--- src/rtl/cmd_sched_pkg.sv ---
// Shared types for the command execution scheduler: FSM states,
// impulse type codes and the latched command record.
package cmd_sched_pkg;

    typedef enum logic [2:0] {
        IDLE,
        ARM,
        WAIT_START,
        PERIOD,
        DONE
    } state_t;

    localparam logic [1:0] TYPE_FIXED = 2'd0;
    localparam logic [1:0] TYPE_CHIRP = 2'd1;
    localparam logic [1:0] TYPE_HOP   = 2'd2;
    localparam logic [1:0] TYPE_RSVD  = 2'd3;

    typedef struct packed {
        logic [63:0] time_start;
        logic [47:0] freq;
        logic [47:0] freq_step;
        logic [31:0] freq_rate;
        logic [15:0] n;
        logic [1:0]  typ;
        logic [31:0] ti;
        logic [31:0] tp;
        logic [31:0] tb1;
        logic [31:0] tb2;
    } cmd_t;

endpackage

--- src/rtl/cmd_exec_sched_imp_timer.sv ---
// Per-impulse offset counter and IMP/BLANK/NCO_LOAD window decode.
// Gates are registered from the next offset so they line up with it.
module imp_timer
    import cmd_sched_pkg::*;
(
    input  logic        clk,
    input  logic        rst,
    input  logic        start,
    input  logic        halt,
    input  logic [31:0] tp,
    input  logic [31:0] ti,
    input  logic [31:0] tb1,
    input  logic [31:0] tb2,
    output logic        imp,
    output logic        blank,
    output logic        nco_load,
    output logic        period_end
);

    logic        active_q, active_d;
    logic [32:0] off_q, off_d;
    logic        imp_q, imp_d;
    logic        blank_q, blank_d;
    logic        load_q, load_d;
    logic [32:0] win, tp_eff, imp_end, ld_off;

    always_comb begin
        win     = {1'b0, tb1} + {1'b0, ti} + {1'b0, tb2};
        imp_end = {1'b0, tb1} + {1'b0, ti};
        tp_eff  = (tp == 32'd0) ? win : {1'b0, tp};
        if (tp_eff == 33'd0) tp_eff = 33'd1;
        ld_off  = (tb1 == 32'd0) ? 33'd0 : {1'b0, tb1} - 33'd1;

        period_end = active_q && (off_q == tp_eff - 33'd1);

        active_d = active_q;
        off_d    = off_q;
        if (halt) begin
            active_d = 1'b0;
        end else if (start) begin
            active_d = 1'b1;
            off_d    = 33'd0;
        end else if (period_end) begin
            off_d = 33'd0;
        end else if (active_q) begin
            off_d = off_q + 33'd1;
        end

        // off_d never reaches tp_eff, so the Tp clip is implicit
        imp_d   = active_d && (off_d >= {1'b0, tb1}) && (off_d < imp_end);
        blank_d = active_d && (off_d < win);
        load_d  = active_d && (off_d == ld_off);
    end

    always_ff @(posedge clk or posedge rst) begin
        if (rst) begin
            active_q <= 1'b0;
            off_q    <= '0;
            imp_q    <= 1'b0;
            blank_q  <= 1'b0;
            load_q   <= 1'b0;
        end else begin
            active_q <= active_d;
            off_q    <= off_d;
            imp_q    <= imp_d;
            blank_q  <= blank_d;
            load_q   <= load_d;
        end
    end

    assign imp      = imp_q;
    assign blank    = blank_q;
    assign nco_load = load_q;

endmodule

--- src/rtl/cmd_exec_sched.sv ---
// Single-command impulse-train scheduler with one pending slot.
// Optional ABORT input when CMD_SCHED_ABORT_EN is defined.
module cmd_exec_sched
    import cmd_sched_pkg::*;
#(
    parameter int unsigned REQ_LEN    = 4,
    parameter int unsigned ARM_MARGIN = 2
) (
    input  logic        CLK,
    input  logic        rst,
    input  logic [63:0] TIME,
    input  logic        DATA_WR,
    input  logic [47:0] FREQ,
    input  logic [47:0] FREQ_STEP,
    input  logic [31:0] FREQ_RATE,
    input  logic [63:0] TIME_START,
    input  logic [15:0] N_impulse,
    input  logic [1:0]  TYPE_impulse,
    input  logic [31:0] Interval_Ti,
    input  logic [31:0] Interval_Tp,
    input  logic [31:0] Tblank1,
    input  logic [31:0] Tblank2,
`ifdef CMD_SCHED_ABORT_EN
    input  logic        ABORT,
`endif
    output logic        REQ_COMM,
    output logic        IMP,
    output logic        BLANK,
    output logic        NCO_LOAD,
    output logic [47:0] NCO_FREQ,
    output logic [47:0] NCO_STEP,
    output logic [31:0] NCO_RATE,
    output logic        CHIRP_EN,
    output logic        BUSY,
    output logic [15:0] IMP_CNT,
    output logic        ERR_LATE
);

    state_t      state_q, state_d;
    cmd_t        act_q, act_d, pend_q, pend_d, incoming;
    logic        pend_v_q, pend_v_d;
    logic        dwr_q, boot_q;
    logic        req_q, req_d;
    logic [7:0]  req_cnt_q, req_cnt_d;
    logic [15:0] cnt_q, cnt_d;
    logic        err_q, err_d, busy_q, busy_d, chirp_q, chirp_d;
    logic [47:0] nfreq_q, nfreq_d, nstep_q, nstep_d;
    logic [31:0] nrate_q, nrate_d;
    logic        wr_rise, abort, start, halt, req_fire, period_end;

    always_comb begin
        incoming.time_start = TIME_START;
        incoming.freq       = FREQ;
        incoming.freq_step  = FREQ_STEP;
        incoming.freq_rate  = FREQ_RATE;
        incoming.n          = N_impulse;
        incoming.typ        = TYPE_impulse;
        incoming.ti         = Interval_Ti;
        incoming.tp         = Interval_Tp;
        incoming.tb1        = Tblank1;
        incoming.tb2        = Tblank2;
    end

    always_comb begin
        wr_rise = DATA_WR && !dwr_q;
`ifdef CMD_SCHED_ABORT_EN
        abort = ABORT && (state_q != IDLE);
`else
        abort = 1'b0;
`endif
        state_d  = state_q;
        act_d    = act_q;
        pend_d   = pend_q;
        pend_v_d = pend_v_q;
        cnt_d    = cnt_q;
        err_d    = err_q;
        nfreq_d  = nfreq_q;
        nstep_d  = nstep_q;
        nrate_d  = nrate_q;
        start    = 1'b0;
        halt     = 1'b0;
        req_fire = boot_q;

        unique case (state_q)
            IDLE: begin
                if (wr_rise) begin
                    act_d   = incoming;
                    state_d = ARM;
                end else if (pend_v_q) begin
                    act_d    = pend_q;
                    pend_v_d = 1'b0;
                    state_d  = ARM;
                end
            end
            ARM: begin
                cnt_d = '0;
                if (act_q.n == 16'd0) begin
                    state_d = DONE;
                end else if (TIME + 64'(ARM_MARGIN) >= act_q.time_start) begin
                    err_d   = 1'b1;
                    state_d = DONE;
                end else begin
                    state_d = WAIT_START;
                end
            end
            WAIT_START: begin
                if (TIME > act_q.time_start) begin
                    err_d   = 1'b1;
                    state_d = DONE;
                end else if (TIME == act_q.time_start - 64'd1) begin
                    start   = 1'b1;
                    state_d = PERIOD;
                    nfreq_d = act_q.freq;
                    nstep_d = act_q.freq_step;
                    nrate_d = act_q.freq_rate;
                end
            end
            PERIOD: begin
                if (period_end) begin
                    cnt_d = cnt_q + 16'd1;
                    if (cnt_d == act_q.n) begin
                        halt    = 1'b1;
                        state_d = DONE;
                    end else if (act_q.typ == TYPE_HOP) begin
                        nfreq_d = nfreq_q + act_q.freq_step;
                    end
                end
            end
            DONE: begin
                if (pend_v_q && !abort) begin
                    act_d    = pend_q;
                    pend_v_d = 1'b0;
                    state_d  = ARM;
                end else begin
                    req_fire = 1'b1;
                    state_d  = IDLE;
                end
            end
            default: state_d = IDLE;
        endcase

        // Capture after consumption so a same-cycle write survives DONE
        if (wr_rise && state_q != IDLE) begin
            pend_d   = incoming;
            pend_v_d = 1'b1;
        end

        if (abort) begin
            pend_v_d = 1'b0;
            halt     = 1'b1;
            if (state_q != DONE) state_d = DONE;
        end

        req_d     = req_q;
        req_cnt_d = req_cnt_q;
        if (req_fire) begin
            req_d     = 1'b1;
            req_cnt_d = 8'(REQ_LEN - 1);
        end else if (req_cnt_q != 8'd0) begin
            req_cnt_d = req_cnt_q - 8'd1;
        end else begin
            req_d = 1'b0;
        end

        busy_d  = (state_d != IDLE);
        chirp_d = (act_d.typ == TYPE_CHIRP);
    end

    always_ff @(posedge CLK or posedge rst) begin
        if (rst) begin
            state_q   <= IDLE;
            act_q     <= '0;
            pend_q    <= '0;
            pend_v_q  <= 1'b0;
            dwr_q     <= 1'b0;
            boot_q    <= 1'b1;
            req_q     <= 1'b0;
            req_cnt_q <= '0;
            cnt_q     <= '0;
            err_q     <= 1'b0;
            busy_q    <= 1'b0;
            chirp_q   <= 1'b0;
            nfreq_q   <= '0;
            nstep_q   <= '0;
            nrate_q   <= '0;
        end else begin
            state_q   <= state_d;
            act_q     <= act_d;
            pend_q    <= pend_d;
            pend_v_q  <= pend_v_d;
            dwr_q     <= DATA_WR;
            boot_q    <= 1'b0;
            req_q     <= req_d;
            req_cnt_q <= req_cnt_d;
            cnt_q     <= cnt_d;
            err_q     <= err_d;
            busy_q    <= busy_d;
            chirp_q   <= chirp_d;
            nfreq_q   <= nfreq_d;
            nstep_q   <= nstep_d;
            nrate_q   <= nrate_d;
        end
    end

    imp_timer u_timer (
        .clk        (CLK),
        .rst        (rst),
        .start      (start),
        .halt       (halt),
        .tp         (act_q.tp),
        .ti         (act_q.ti),
        .tb1        (act_q.tb1),
        .tb2        (act_q.tb2),
        .imp        (IMP),
        .blank      (BLANK),
        .nco_load   (NCO_LOAD),
        .period_end (period_end)
    );

    assign REQ_COMM = req_q;
    assign NCO_FREQ = nfreq_q;
    assign NCO_STEP = nstep_q;
    assign NCO_RATE = nrate_q;
    assign CHIRP_EN = chirp_q;
    assign BUSY     = busy_q;
    assign IMP_CNT  = cnt_q;
    assign ERR_LATE = err_q;

endmodule

--- config.mk ---
export PLATFORM = sky130hd
export DESIGN_NAME = cmd_exec_sched
export DESIGN_NICKNAME = d
export VERILOG_FILES = /design/src/rtl/cmd_sched_pkg.sv /design/src/rtl/cmd_exec_sched_imp_timer.sv /design/src/rtl/cmd_exec_sched.sv
export SDC_FILE = /design/constraint.sdc
export NUM_CORES = 2
export LEC_CHECK = 0
export ABC_AREA = 1
export BUFFER_PORTS_ARGS = -buffer_cell sky130_fd_sc_hd__buf_2
export CELL_PAD_IN_SITES_DETAIL_PLACEMENT = 1
export CELL_PAD_IN_SITES_GLOBAL_PLACEMENT = 1
export CORE_AREA = 2 2 574 348
export CTS_CLUSTER_SIZE = 8
export DETAILED_ROUTE_END_ITERATION = 16
export DIE_AREA = 0 0 576 350
export HOLD_SLACK_MARGIN = 0.03
export PLACE_DENSITY_LB_ADDON = 0.1
export RECOVER_POWER = 50
export SLEW_MARGIN = 10
export SYNTH_ARGS = -nofsm -noshare
export SYNTH_HDL_FRONTEND = slang
export SYNTH_SLANG_ARGS = --single-unit
export TNS_END_PERCENT = 30
--- constraint.sdc ---
create_clock -name CLK -period 38.7 [get_ports CLK]
set_input_delay 3.87 -clock CLK [delete_from_list [all_inputs] [get_ports CLK]]
set_output_delay 3.87 -clock CLK [all_outputs]
set_load 0.02 [all_outputs]
# Word level (Yosys, flattened, before mapping)
# Cells that the tools add are included.
[classes] add_sub_neg=10 n_lt_le_gt_ge=5 n_eq_ne=20 muxes=49 bitwise_logic=1 reduce_logical=27
[op_table] operator="2-to-1 mux 338 bit" n=2
[op_table] operator="case mux 338 bit (2 select lines)" n=1
[op_table] operator="2-to-1 mux 48 bit" n=5
[op_table] operator="2-to-1 mux 33 bit" n=7
[op_table] operator="case mux 48 bit (2 select lines)" n=1
[op_table] operator="equality test 33 bit" n=2
[op_table] operator="< comparator 33 bit" n=2
[op_table] operator="adder 64 x 2 -> 64 bit (second input constant)" n=1
[op_table] operator="equality test 64 bit" n=1
[op_table] operator=">= comparator 64 bit" n=1
[op_table] operator="greater-than comparator 64 bit" n=1
[op_table] operator="zero test 32 bit" n=2
[op_table] operator="subtractor 64 x 1 -> 64 bit (second input constant)" n=1
[op_table] operator="adder 48 bit" n=1
[op_table] operator="adder 32 x 32 -> 33 bit" n=1
[op_table] operator="adder 33 x 1 -> 33 bit (second input constant)" n=1
[op_table] operator="adder 33 x 32 -> 33 bit" n=1
[op_table] operator=">= comparator 33 x 32 -> 1 bit" n=1
[op_table] operator="zero test 33 bit" n=1
[op_table] operator="subtractor 32 x 1 -> 33 bit (second input constant)" n=1
[op_table] operator="subtractor 33 x 1 -> 33 bit (second input constant)" n=1
[op_table] operator="case mux 16 bit (2 select lines)" n=1
[op_table] operator="2-to-1 mux 3 bit" n=8
[op_table] operator="2-to-1 mux 1 bit" n=18
[op_table] operator="26 further kinds" n=50
[totals] ff_bits=875 in_bits=405 out_inout_bits=151 elab_cells=150

# Longest topological paths before layout
[depth] ltp_word=14 ltp_mapped=87 ltp_nobuf=85

# By module
# Synthesis repeated with hierarchy kept, for this count alone.
[hier_totals] hier_cells=7911 hier_area_um2=59953.8
[modules_own_cells] mod="cmd_exec_sched" n_inst=1 cells_per_inst=5763 area_each_um2=47723.3 seq_area_each_um2=20971.4
[modules_own_cells] mod="imp_timer" n_inst=1 cells_per_inst=2148 area_each_um2=12230.5 seq_area_each_um2=925.9

# Least setup slack after synthesis
# OpenSTA, ideal clock, no wires.
[synth_path] kind="register -> register" from="register act_q[34] (netlist bit)" to="register u_timer.imp_q, in the netlist u_timer.imp" setup_ns=0.071 arrival_ns=8.938 required_ns=38.629 path_slack_ns=29.691 stages_incl_launch_ff=83 period_less_slack_ns=9.009 cell_sequence="dfrtp_1 > ha_1 > nand2_1 > nor2_1 > a211oi_1 > o21ai_0 > nand3_1 > nand2_1 > nand3_1 > nand2_1 > nand3_1 > nand2_1 > nand3_1 > nand2_1 > nand3_1 > nand2_1 > nand3_1 > nand2_1 > (+47 left out) > nand2_1 > nor3_1 > a21oi_1 > nor2_1 > o21bai_1 > a21oi_1 > a211oi_1 > o21a_1 > o221a_2 > o311ai_0 > nand3_1 > nand2_1 > nand2_1 > nand2_1 > nand2_1 > nand3_1 > nand2_1 > nor2_1"
[synth_via] elab_chain_cells=14 elab_cells_between_ends=18 classes_between="3 x add/sub; 2 x order compare; 1 x eq/ne; 8 x mux; 4 x reduce/logical"
[synth_lines] element="start, declared" line_no="cmd_exec_sched.sv:40" source="cmd_t act_q, act_d, pend_q, pend_d, incoming;"
[synth_lines] element="start signal, assigned" line_no="cmd_exec_sched.sv:188" source="act_q <= act_d;"
[synth_lines] element="adder 32 x 32 -> 33 bit (*)" line_no="cmd_exec_sched_imp_timer.sv:28" source="win = {1'b0, tb1} + {1'b0, ti} + {1'b0, tb2};"
[synth_lines] element="adder 33 x 32 -> 33 bit (*)" line_no="cmd_exec_sched_imp_timer.sv:28"
[synth_lines] element="2-to-1 mux 33 bit (*)" line_no="cmd_exec_sched_imp_timer.sv:30" source="tp_eff = (tp == 32'd0) ? win : {1'b0, tp};"
[synth_lines] element="zero test 33 bit" line_no="cmd_exec_sched_imp_timer.sv:31" source="if (tp_eff == 33'd0) tp_eff = 33'd1;"
[synth_lines] element="2-to-1 mux 33 bit (*)" line_no="cmd_exec_sched_imp_timer.sv:31"
[synth_lines] element="subtractor 33 x 1 -> 33 bit (*)" line_no="cmd_exec_sched_imp_timer.sv:34" source="period_end = active_q && (off_q == tp_eff - 33'd1);"
[synth_lines] element="equality test 33 bit (*)" line_no="cmd_exec_sched_imp_timer.sv:34"
[synth_lines] element="logical AND 1 bit (*)" line_no="cmd_exec_sched_imp_timer.sv:34"
[synth_lines] element="2-to-1 mux 33 bit or 2-to-1 mux 1 bit (tied branches)" line_no="cmd_exec_sched_imp_timer.sv:43, cmd_exec_sched.sv:119"
[synth_lines] element="2-to-1 mux 33 bit or 2-to-1 mux 1 bit (tied branches)" line_no="cmd_exec_sched_imp_timer.sv:40, cmd_exec_sched.sv:84"
[synth_lines] element="2-to-1 mux 33 bit (*)" line_no="cmd_exec_sched_imp_timer.sv:38" source="if (halt) begin"
[synth_lines] element="net u_timer.off_d[2]" line_no="cmd_exec_sched_imp_timer.sv:21" source="logic [32:0] off_q, off_d;"
[synth_lines] element=">= comparator 33 x 32 -> 1 bit" line_no="cmd_exec_sched_imp_timer.sv:50" source="imp_d = active_d && (off_d >= {1'b0, tb1}) && (off_d < imp_end);"
[synth_lines] element="logical AND 1 bit" line_no="cmd_exec_sched_imp_timer.sv:50"
[synth_lines] element="logical AND 1 bit (*)" line_no="cmd_exec_sched_imp_timer.sv:50"
[synth_lines] element="net u_timer.imp_d" line_no="cmd_exec_sched_imp_timer.sv:22" source="logic imp_q, imp_d;"
[synth_lines] element="end signal, assigned" line_no="cmd_exec_sched_imp_timer.sv:65" source="imp_q <= imp_d;"
[synth_lines] element="end, declared" line_no="cmd_exec_sched_imp_timer.sv:22"
# Mark *: on every way through the listed nets, which the timed path passes. The rest lies on a longest branch.
# A chain may end at the register's enable or synchronous reset.

==> summary.md <==
| Metric | Value |
|---|---|
| Result of the run | `finished with violations` |
| Failing checks | `max-capacitance violations, max-slew violations` |
| Slew at the pin closest to its max-slew limit | `10.40 ns` |
| Start point of the worst hold path | `req_cnt_q[7]` |
| Arrival time at the worst endpoint | `15.35 ns` |
| Number of global-route vias before repair | `roughly 57,000` |
| Post-route clock period utilization | `0.392` |
| Critical path's top delay family | `buffers and inverters` |
| Gr ovfl total | `0` |
| Maximum vdd drop | `0.109 mV` |
| Number of buffers inserted for hold repair after clock tree synthesis | `0` |
| Root buffer selected by CTS | `clkbuf_16` |
| Clock sink count | `around 880` |
| Relative area change from synthesis to final layout | `14.4%` |
| Total nets after synthesis | `roughly 8,600` |
| Switching share of power | `0.532` |
| Sequential share of the synthesized area | `0.374` |
| Vias after detailed routing | `56,634` |
| CP Max Fanout | `162` |
| Placed Cells | `~11,000` |
| Hold Crit Class | `flop to flop` |
| Clock latency reported for the late side of the worst-skew pair | `around 0.80 ns` |
| Die Wd | `576 um` |
| Critical-path top delay cell | `clkbuf_1` |
| Core area | `around 0.20 mm2` |
| Post-layout instance area | `0.0670 mm2` |
| Final Hold Violating Endpoints | `0` |
| Area occupied by multi-input gates | `0.0313 mm2` |
| Pwr dens | `~100 mW/mm2` |
| Share of total power in combinational logic | `0.601` |
| Critical register-to-register path startpoint | `act_q[34]` |
| CTS max path bufs | `3` |
| Starting density of the core | `0.299` |
| Number of gates resized after cts | `0` |
| Nature of the critical path endpoint | `async pin` |
| Filler cells | `24,008` |
| CP Launch Point | `rst` |
| Placed inst area | `between 0.06 and 0.07 mm2` |
| Most frequent cells in the layout | `nand2_1, inv_1, dfrtp_1` |
| Library cell appearing most often on the critical path | `clkbuf_1` |
| Clock Skew | `a little over 0.08 ns` |
| Critical path, cell by cell | `buf_2 > clkinvlp_2 > clkbuf_1 > clkbuf_1` |
| Static Leakage | `~0.034 uW` |
| Largest net degree at the start of global routing | `254` |
| Tmin final | `15.18 ns` |
| Final #Nets | `between 9,000 and 10,000` |
| Setup violators final | `0` |
| GRT Overall Usage | `0.262` |
| Count of TritonRoute iterations in the first routing pass | `5` |
| Post-synth EDFFs | `0` |
| Number of instances in the synthesized netlist | `about 7,800` |
| Area enclosed by the die boundary | `around 0.20 mm2` |
| Largest stage delay on the critical path | `6.30 ns` |
| # port buffers | `555` |
| Vert. Die Dim | `350 um` |
| Ports | `556` |
| Clock network power share | `0.152` |
| Dominant synthesized flop cell | `dfrtp_1` |
| Vias per cell | `just over 5` |
| Sequential Power Share | `0.247` |
| DR WL/cell | `24.6 um` |
| TritonCTS buffer count | `approximately 120` |
| Fmax achieved | `roughly 66 MHz` |
| Setup repair bufs after CTS | `0` |
| Internal Dissipation | `between 3000 and 4000 uW` |
| Final wirelength | `269,000 um` |
| Initial antenna violation count | `between 50 and 60` |
| Fin Setup TNS | `0 ns` |
| Kind of start point of the critical path | `input port` |
| Standard-cell row count | `~130` |
| Register area | `~0.022 mm2` |
| Netlist area before placement | `around 0.059 mm2` |
| Final HPWL from detailed placement | `between 200,000 and 250,000 um` |
| Share of cells above drive strength 1 | `0.0880` |
| Fin. max-slew vios | `roughly 1,700` |
| Wire length of the first global-routing pass | `just under 400,000 um` |
| Number of warning messages in the yosys log | `0` |
| Number of design-rule violations left by the first detailed-router iteration | `between 4,000 and 5,000` |
| H-Tree Depth | `3` |
| Worst rel slew slack | `-5.93` |
| Average instance area after synthesis | `between 7 and 8 um2` |
| NetSw | `about 3600 uW` |
| Count of unique library cells instantiated by Yosys | `69` |
| Number of nets with antenna violations after detailed routing | `0` |
| Data required time at the worst endpoint | `38.86 ns` |
| Unrepaired setup endpoints after global routing | `false` |
| Final estimated routing congestion in global placement | `0.957` |
| Seq cells post-synth | `between 800 and 900` |
| Proportion of synthesized flip-flops having asynchronous set or reset | `1.00` |
| Max-cap violations | `19` |
| Count of buffering cells on the critical path with inverters included | `4` |
| Worst hold margin | `roughly 0.47 ns` |
| Critical path class | `input port to async pin` |
| Post-route non-filler standard cell count | `approximately 11,000` |
| TritonCTS clock tree | `done` |
| Clock input transition at the sequential cells of the worst setup and hold paths | `around 0.07 ns` |
| Residual DRC | `0` |
| Most common library cell in the layout ignoring fill and taps | `nand2_1` |
sequential cells by signal (all words and copies together), names as in the netlist, 3 cells and up:
register	flops
state_q	3
act_q	338
req_cnt_q	8
NCO_FREQ	48
NCO_STEP	48
IMP_CNT	16
pend_q	338
u_timer.off_q	33
NCO_RATE	32
area by class of cell:
| cell class | count | area share |
|---|---|---|
| Multi-Input combinational cell | 5507 | 0.466 |
| Sequential cell | 875 | 0.327 |
| Inverter | 1137 | 0.0638 |
| Tap cell | 2624 | 0.0490 |
| Clock buffer | 142 | 0.0465 |
| Timing Repair Buffer | 609 | 0.0442 |
| Clock inverter | 11 | 0.00328 |
| Antenna cell | 13 | 0.000485 |
per-layer routing:
layer | vias to the layer above | wire length, um | share of wire | global-route usage
met5 | - | 272 | 0.0010 | 0
met4 | 42 | 5130 | 0.019 | 0.0475
met3 | 274 | 22900 | 0.085 | 0.0748
met2 | 1405 | 99600 | 0.37 | 0.341
met1 | 28199 | 141000 | 0.52 | 0.417
li1 | 26714 | - | - | -
Yosys cell counts, drive strengths merged, types with 45 or more instances:
cell type,count,share of area
dfrtp,874,0.37
mux2i,148,0.025
o221ai,342,0.051
ha,342,0.073
nor4,46,0.0050
xnor2,61,0.0091
clkbuf,267,0.017
nor3,107,0.0098
nand3,285,0.025
nand2,2085,0.13
a21oi,227,0.020
xor2,243,0.037
o21ai,742,0.063
nand4,143,0.016
buf,45,0.0041
inv,1134,0.073
nor2,520,0.035
stage by stage:
stage / power, uW / utilization / setup WS [ns]
final: 6690 / 0.342 / 23.52
after global placement: 5490 / 0.327 / 26.39
after floorplan: 4050 / - / 10.24
after detailed placement: 5560 / 0.327 / 26.19
after global routing: 7260 / 0.342 / 21.29
after CTS: 6620 / 0.344 / 26.15
worst paths after layout:
path | to | slack, ns | depth (start not counted)
hold reg to reg | req_cnt_q[7] | 0.47 | 1
setup reg to reg | u_timer.imp | 25.83 | 83
setup / recovery | act_q[75] | 23.52 | 4
min in group asynchronous | NCO_RATE[2] | 4.21 | 2
max in group CLK | pend_q[32] | 24.06 | 6
hold / removal | req_cnt_q[7] | 0.47 | 1
power groups by stage:
| stage | logic (uW) | clock network, uW | registers, uW |
|---|---|---|---|
| 2_1_floorplan | 2530 | 0 | 1520 |
| 3_3_place_gp | 3850 | 0 | 1640 |
| 3_5_place_dp | 3910 | 0 | 1650 |
| 4_1_cts | 3930 | 1050 | 1640 |
| 5_1_grt | 4480 | 1090 | 1700 |
| 6_report | 4020 | 1020 | 1650 |
kinds of logic (layout without fill, tap and decap cells):
group	count (synthesis)	in the layout	synth area share
adders and majority gates	345	345	0.0740
xor gates and xnor gates	304	304	0.0457
DFF	875	875	0.374
and+or+nand+nor	3255	3255	0.233
AOI/OAI and AO/OA	1427	1427	0.149
muxes	175	175	0.0305
buffers and inverters	1449	1899	0.0940
other	1	14	0.0000640
Note: power is estimated with default switching activity, not from simulation.
